### src/rtl/cpu_input_port.sv
// cpu_input_port: producer end of the CPU input handshake (in/control/status).
// Words pushed via wr_en/wr_data are queued in a DEPTH-word FIFO. The head
// word is presented on `in` with `control` high, and popped when the CPU
// strobes `status`.
// Optional build macro CPU_INPUT_PORT_STICKY_EN: when the FIFO drains, `in`
// and `control` hold the last presented word instead of clearing.
module cpu_input_port #(
  parameter int DEPTH = 4,
  parameter int AW    = 2
) (
  input  logic          clk,
  input  logic          rst_n,
  input  logic [15:0]   wr_data,
  input  logic          wr_en,
  input  logic          status,
  output logic [15:0]   in,
  output logic          control,
  output logic          full,
  output logic [AW:0]   count,
  output logic          overflow
);

  localparam logic [AW:0] CNT_ONE  = (AW+1)'(1);
  localparam logic [AW:0] CNT_LAST = (AW+1)'(DEPTH - 1);

  typedef enum logic [1:0] {
    S_EMPTY,
    S_AVAIL,
    S_FULL
  } state_t;

  state_t        state, state_d;
  logic [15:0]   mem [DEPTH];
  logic [AW-1:0] rd_ptr, wr_ptr, rd_next, wr_next;
  logic [AW:0]   count_d;
  logic [15:0]   head, in_d;
  logic          control_d;
  logic          pop, push, drop;

  // Handshake decode, pointer/count/state update and next presented word.
  always_comb begin
    pop     = status && control && (state != S_EMPTY);
    push    = wr_en && ((state != S_FULL) || pop);
    drop    = wr_en && !push;
    rd_next = pop  ? rd_ptr + AW'(1) : rd_ptr;
    wr_next = push ? wr_ptr + AW'(1) : wr_ptr;
    count_d = count;
    state_d = state;
    if (push && !pop)
      count_d = count + CNT_ONE;
    else if (pop && !push)
      count_d = count - CNT_ONE;

    case (state)
      S_EMPTY: if (push) state_d = S_AVAIL;
      S_AVAIL: begin
        if (push && !pop && (count == CNT_LAST))
          state_d = S_FULL;
        else if (pop && !push && (count == CNT_ONE))
          state_d = S_EMPTY;
      end
      S_FULL:  if (pop && !push) state_d = S_AVAIL;
      default: state_d = S_EMPTY;
    endcase

    // The slot being written this edge can become the new head (push into
    // an empty FIFO, or push+pop with one word held): bypass the array.
    head = (push && (wr_ptr == rd_next)) ? wr_data : mem[rd_next];

`ifdef CPU_INPUT_PORT_STICKY_EN
    in_d      = (count_d != '0) ? head : in;
    control_d = (count_d != '0) || control;
`else
    in_d      = (count_d != '0) ? head : '0;
    control_d = (count_d != '0);
`endif
  end

  // Control state, pointers and registered CPU-facing outputs.
  always_ff @(posedge clk or negedge rst_n) begin
    if (!rst_n) begin
      state    <= S_EMPTY;
      rd_ptr   <= '0;
      wr_ptr   <= '0;
      count    <= '0;
      in       <= '0;
      control  <= 1'b0;
      overflow <= 1'b0;
    end else begin
      state    <= state_d;
      rd_ptr   <= rd_next;
      wr_ptr   <= wr_next;
      count    <= count_d;
      in       <= in_d;
      control  <= control_d;
      if (drop)
        overflow <= 1'b1;
    end
  end

  // Word storage; contents are only read once written, so no reset needed.
  always_ff @(posedge clk) begin
    if (push)
      mem[wr_ptr] <= wr_data;
  end

  assign full = (state == S_FULL);

endmodule

### config.mk
export PLATFORM = sky130hd
export DESIGN_NAME = cpu_input_port
export DESIGN_NICKNAME = d
export VERILOG_FILES = /design/src/rtl/cpu_input_port.sv
export SDC_FILE = /design/constraint.sdc
export NUM_CORES = 1
export LEC_CHECK = 0
export CORE_MARGIN = 4
export CORE_UTILIZATION = 30
export DETAILED_ROUTE_END_ITERATION = 7
export SLEW_MARGIN = 10
export SYNTH_ARGS = -nofsm -noshare
export SYNTH_HDL_FRONTEND = slang
export SYNTH_SLANG_ARGS = --single-unit
### constraint.sdc
create_clock -name clk -period 3.5 [get_ports clk]
set_clock_uncertainty 0.1 [all_clocks]
set_input_delay 0.525 -clock clk [delete_from_list [all_inputs] [get_ports clk]]
set_output_delay 0.525 -clock clk [all_outputs]
set_load 0.005 [all_outputs]
==> results of run 1 <==
## sequential cells by signal (all words and copies together), names as in the netlist
signal	flops
mem	64
wr_ptr	2
count	3
in	16
control	1
overflow	1
rd_ptr	2
state	2
## power by group through the flow
stage / Clock, µW / Combinational (µW) / Sequential [µW]
2_1_floorplan: 0 / 1620 / 1620
3_3_place_gp: 0 / 2130 / 1700
3_5_place_dp: 0 / 2220 / 1710
4_1_cts: 938 / 2240 / 1690
5_1_grt: 981 / 2450 / 1730
6_report: 915 / 2230 / 1690
## through the flow
| step | power (µW) | cells | cell area, µm² |
|---|---|---|---|
| final | 4830 | 604 | 5380 |
| after global routing | 5150 | 604 | 5380 |
| after CTS | 4870 | 604 | 5380 |
| after detailed placement | 3930 | 588 | 5100 |
| after global placement | 3840 | 588 | 5100 |
| after floorplan | 3240 | 383 | 4510 |
## worst min-delay path by stage
stage	start	to	slack, ns	cells past startpoint
after floorplan	rst_n	control	0.13	0
after global placement	overflow	overflow	0.35	1
after detailed placement	overflow	overflow	0.36	1
after CTS	overflow	overflow	0.37	1
after global routing	overflow	overflow	0.38	1
final	overflow	overflow	0.36	1
## cell families after synthesis
logic type                 synth area share, %
muxes                                     3.99
and+or+nand+nor                           15.9
buffers and inverters                     4.57
AOI/OAI and AO/OA                         14.6
DFF                                       57.6
adders and majority gates                 2.22
xor gates and xnor gates                  1.14
## layer usage
layer,vias to the layer above,global-route usage (%),share of wire (%),routed length [µm]
li1,1504,-,-,-
met1,1541,17.0,46,4800
met2,77,20.7,48,5060
met3,9,3.13,5.5,579
met4,0,3.75,0.67,70
met5,-,0,0,0
## final cells by class
type / instances / area, µm² / share of cell area [%]
flip-flops and latches: 91 / 2600 / 48.3
multi-input cells: 248 / 1720 / 32.0
clock buffers: 11 / 243 / 4.51
repair buffers: 54 / 508 / 9.45
inverters: 11 / 41.3 / 0.768
well taps: 184 / 230 / 4.28
clock inverters: 5 / 37.5 / 0.698
## placed cells by master (no fill, tap or decap), drive strengths merged, types with 3 or more instances in the layout
master	netlist	final
and2	5	5
a211oi	16	16
xnor2	5	5
o32ai	15	15
clkdlybuf4s50	0	41
buf	19	13
nor3	62	62
edfxtp	64	64
o21ai	34	34
clkbuf	14	11
nor2	16	16
nand2	21	21
nor3b	15	15
nand3	7	7
ha	8	8
a31o	3	3
inv	11	12
mux2	16	16
dfrtp	27	27
==> key figures, run 1 <==
Run status
  • Status: completed

Min path
  • HP Class: reg2reg

Clock tree
  • TritonCTS buffer count: 9
  • # resized after CTS: 0
  • Clock Latency Late Sink: 0.33 ns
  • Number of H-tree levels: 3
  • CTS tree: done
  • Max Buffers Root-to-Sink: 2
  • Clk pin slew, worst setup/hold paths: 0.07 ns
  • # clock sinks: 91
  • Hold buffer count at CTS: 0
  • Post CTS Setup Buffer Count: 0
  • Clock root cell: clkbuf_16

Power
  • Comb power frac: 46.1%
  • Clock power share: 19.0%
  • Worst vdd ir: 0.000413 V
  • Pleak: around 0.0018 µW
  • Seq pwr share: 35.0%
  • Internal cell power: around 3000 µW
  • Sw Share: approximately two fifths
  • Pwr dens: 898 nW/µm²
  • Net switching power: 1850 µW

Cells and area
  • Area Growth Syn to Fin: 19.1%
  • Final nets: 443
  • Util after Layout: a little under two fifths
  • Antenna diode count: 0
  • Layout fillers: 1419
  • Layout cell share with drive strength beyond 1: 16.2%

Die
  • DIE WIDTH: between 100 and 150 µm
  • Initial core utilization: 30.8%
  • CORE AREA: ~15000 µm²
  • Die Y: about 130 µm
  • Die area: 17100 µm²
  • Num rows: between 40 and 50
  • Io pins: 42

Critical path
  • Crit. path cell count: 7
  • CP startpoint: status
  • CP endpoint: in[14]
  • CP cell instances: clkdlybuf4s50_1 > o211ai_4 > nor4_2 > a211oi_4 > nand2b_1 > buf_4 > a311oi_1
  • Reg2reg end: in[14]
  • Worst Path Buf+Inv: 2
  • Top Family by Delay on Critical Path: buffers and inverters
  • CP peak stage delay: 0.60 ns
  • Largest fanout on the critical path: 21
  • CP startpoint kind: input pin
  • Origin of the critical flop-to-flop path: state[1]
  • Crit. End Element: flip-flop
  • WS Path Type: in2reg
  • FF-to-FF path depth: 6
  • Worst path slowest cell: clkdlybuf4s50_1
  • Arr. time, crit path: 2.66 ns
  • Reg2Reg Setup Slack: approximately 1.1 ns
  • Critical Path RT: 3.63 ns

Synth
  • Post-Syn Area per Cell: 11.8 µm²
  • Yosys top cell by area: edfxtp_1
  • Sequential area share after synthesis: a little under three fifths
  • Syn Nets: 411
  • Syn Std Cell Area: 4510 µm²
  • Synth warn: 0
  • Cell with the most instances after synthesis: edfxtp_1
  • Cells after Synth: 383
  • Top cell type's share of synthesized area: about 43%
  • Number of synthesized flops with an enable pin: 64
  • Ys flop type: edfxtp_1
  • Commonest cells in the netlist: edfxtp_1 (64), nor3_1 (62), o21ai_0 (34)
  • Yosys reg bits: 91
  • Cell variety after synth: 45
  • Synth area leaders: edfxtp_1 (43%), dfrtp_1 (15%), nor3_1 (6.9%)
  • Asr flop ratio synth: between 20 and 30%

Routing
  • Number of DRC markers in iteration 0: 210
  • Vias: roughly 3100
  • Residual DRC: 0
  • Vias/cell: 5.18
  • Pre-Repair DR Iteration Count: 4
  • Wirelength per Cell: ~17 µm
  • Post-route ant nets: 0
  • DRT Wirelength: 10500 µm

Global route
  • First-pass GRT wire length: 16900 µm
  • Gr usage total: 12.7%
  • Vias in the first global route: between 3000 and 4000
  • Pin count of the biggest net entering global routing: 64
  • Initial antenna violation count: 0
  • Total gr overflow: 0

STA
  • Final Hold Vio Count: 0
  • Finish-stage setup viols: 0
  • Worst rel slew slack: 34.3%
  • RSZ-0062 raised after global routing: no
  • Tmin final: 2.53 ns
  • Max Freq: a little under 0.4 GHz
  • Fin crit share: 72.2%
  • Final Max Slew Viols: 0
  • Least-Margin Pin Slew: between 0.9 and 1 ns
  • Hold Slack: 0.364 ns
  • Setup ws final: around 0.97 ns
  • TNS Setup: 0 ns

Flow run
  • Number of max-cap violations: 0

Placed design
  • Detailed placement HPWL: 6710 µm
  • PortBufs: around 40
  • Final GP Congestion: 0.728
  • Post-place setup slack: 0.648 ns
Note: power is estimated with default switching activity, not from simulation.
==> inputs of run 2 (changes only) <==
==> constraint.sdc (replaced) <==
create_clock -name clk -period 2.54 [get_ports clk]
set_clock_uncertainty 0.1 [all_clocks]
set_input_delay 0.381 -clock clk [delete_from_list [all_inputs] [get_ports clk]]
set_output_delay 0.381 -clock clk [all_outputs]
set_load 0.005 [all_outputs]
==> key figures, run 2 (synthesized netlist as in run 1, its figures left out) <==
Run status
  • Status: completed

Routing
  • Pre-Repair DR Iteration Count: 4 (unchanged)
  • DRT Wirelength: 10800 µm (+2.7%)
  • Vias: 3247 (+3.7%)
  • Post-route ant nets: 0 (unchanged)
  • Residual DRC: 0 (unchanged)
  • Number of DRC markers in iteration 0: 230 (+9.5%)
  • Vias/cell: 5.25 (+1.4%)
  • Wirelength per Cell: 17.5 µm (+0.34%)

Critical path
  • CP peak stage delay: 0.52 ns (-0.08 ns)
  • CP startpoint kind: flip-flop
  • Crit. End Element: output pin
  • Worst path slowest cell: clkdlybuf4s50_1
  • CP cell instances: nand2b_1 > inv_1 > clkdlybuf4s50_1
  • Largest fanout on the critical path: 9 (-57%)
  • Critical Path RT: 2.06 ns (-1.57 ns)
  • Top Family by Delay on Critical Path: buffers and inverters
  • Arr. time, crit path: 1.76 ns (-0.90 ns)
  • Worst Path Buf+Inv: 2 (unchanged)
  • WS Path Type: reg2out

Placed design
  • Detailed placement HPWL: 6890 µm (+2.6%)
  • Final GP Congestion: 0.765 (+5.1%)
  • Dpl cells: 602 (+2.4%)
  • Post-place setup slack: 0.0938 ns (-0.554 ns)
  • PortBufs: 41 (unchanged)
  • Placed Area: 5250 µm² (+3.0%)

Cells and area
  • Design area: 5530 µm² (+2.9%)
  • Area Growth Syn to Fin: 22.5%
  • Max reg flops: 64 (unchanged)
  • Area taken by multi-input logic gates: 1720 µm² (unchanged)
  • Most common cell after layout, fill and taps aside: edfxtp_1
  • Top Registers: mem x64, in x16, count x3
  • Antenna diode count: 0 (unchanged)
  • Finished Layout Cells: 618 (+2.3%)
  • FF+latch area: 2600 µm² (unchanged)
  • Most frequent cells in the layout: edfxtp_1 (64), nor3_1 (62), clkdlybuf4s50_1 (41)
  • Final nets: 457 (+3.2%)
  • Biggest register: mem
  • Layout cell share with drive strength beyond 1: 18.0% (+1.8 points)
  • Layout fillers: 1396 (-1.6%)

Die
  • Num rows: 44 (unchanged)
  • Die Y: 131 µm (unchanged)
  • DIE WIDTH: 131 µm (unchanged)
  • CORE AREA: 14600 µm² (unchanged)
  • Io pins: 42 (unchanged)
  • Die area: 17100 µm² (unchanged)
  • Initial core utilization: 30.8% (unchanged)

STA
  • Least-Margin Pin Slew: 0.415 ns (-0.568 ns)
  • Fin crit share: between 80% and 90%
  • Max Freq: 0.447 GHz
  • Setup ws final: 0.301 ns (-0.672 ns)
  • Worst rel slew slack: 72.3% (+38 points)
  • RSZ-0062 raised after global routing: no
  • Final Max Slew Viols: 0 (unchanged)
  • Finish-stage setup viols: 0 (unchanged)
  • TNS Setup: 0 ns (unchanged)
  • Tmin final: 2.24 ns
  • Final Hold Vio Count: 0 (unchanged)

Clock tree
  • # resized after CTS: 0 (unchanged)
  • Post CTS Setup Buffer Count: 0 (unchanged)
  • Clk pin slew, worst setup/hold paths: 0.06 ns (about the same)
  • TritonCTS buffer count: 9 (unchanged)
  • Clock root cell: clkbuf_16
  • Number of H-tree levels: 3 (unchanged)
  • # clock sinks: 91 (unchanged)
  • Max Buffers Root-to-Sink: 2 (unchanged)
  • CTS tree: done
  • Hold buffer count at CTS: 0 (unchanged)
  • Clock Latency Late Sink: 0.34 ns (about the same)

Power
  • Worst vdd ir: 0.000499 V (+21%)
  • Pleak: 0.00191 µW (+4.7%)
  • Pwr dens: 1250 nW/µm² (+39%)

Min path
  • HP Class: in2async

Global route
  • Initial antenna violation count: 0 (unchanged)
  • Vias in the first global route: 3245 (+0.12%)
  • Gr usage total: 13.2% (+0.43 points)
  • Pin count of the biggest net entering global routing: 33 (-48%)
  • First-pass GRT wire length: 17200 µm (+1.4%)
  • Total gr overflow: 0 (unchanged)

Flow run
  • Number of max-cap violations: 0 (unchanged)
[run 2: layout make-up]
type                    instances  share of cell area, %
well taps                     184                   4.16
repair buffers                 68                   12.0
clock inverters                 4                  0.769
clock buffers                  12                   4.28
flip-flops and latches         91                   47.0
inverters                      11                  0.747
multi-input cells             248                   31.1
[run 2: where the power goes]
part           internal [µW]  leakage, µW  switching, µW
registers               2040     0.000904            230
clock network            755     0.000136            523
logic                   1540     0.000869           1800
[run 2: stage by stage]
stage,hold slack (ns),total power [µW],util [%]
3_3_place_gp,0.352,5510,35.9
3_5_place_dp,0.356,5640,35.9
5_1_grt,0.369,7370,37.8
4_1_cts,0.357,6940,37.8
6_report,0.339,6890,37.8
2_1_floorplan,-0.0146,4460,-
[run 2: worst paths after layout]
check,cells past startpoint,to,start,slack (ns)
worst max-delay path,3,full,state[0],0.30
worst min-delay path,2,in[1],rst_n,0.34
worst max register to register,6,mem[0][14],state[0],0.44
worst min register to register,1,overflow,overflow,0.36
max in group asynchronous,2,rd_ptr[1],rst_n,1.67
min in group clk,1,overflow,overflow,0.36
[run 2: routing by layer]
metal | GRT usage [%] | up-vias | wire (µm)
met5 | 0 | - | 0
met4 | 3.33 | 0 | 70
met3 | 4.35 | 8 | 483
met2 | 20.8 | 86 | 5070
met1 | 17.6 | 1612 | 5170
li1 | - | 1541 | -
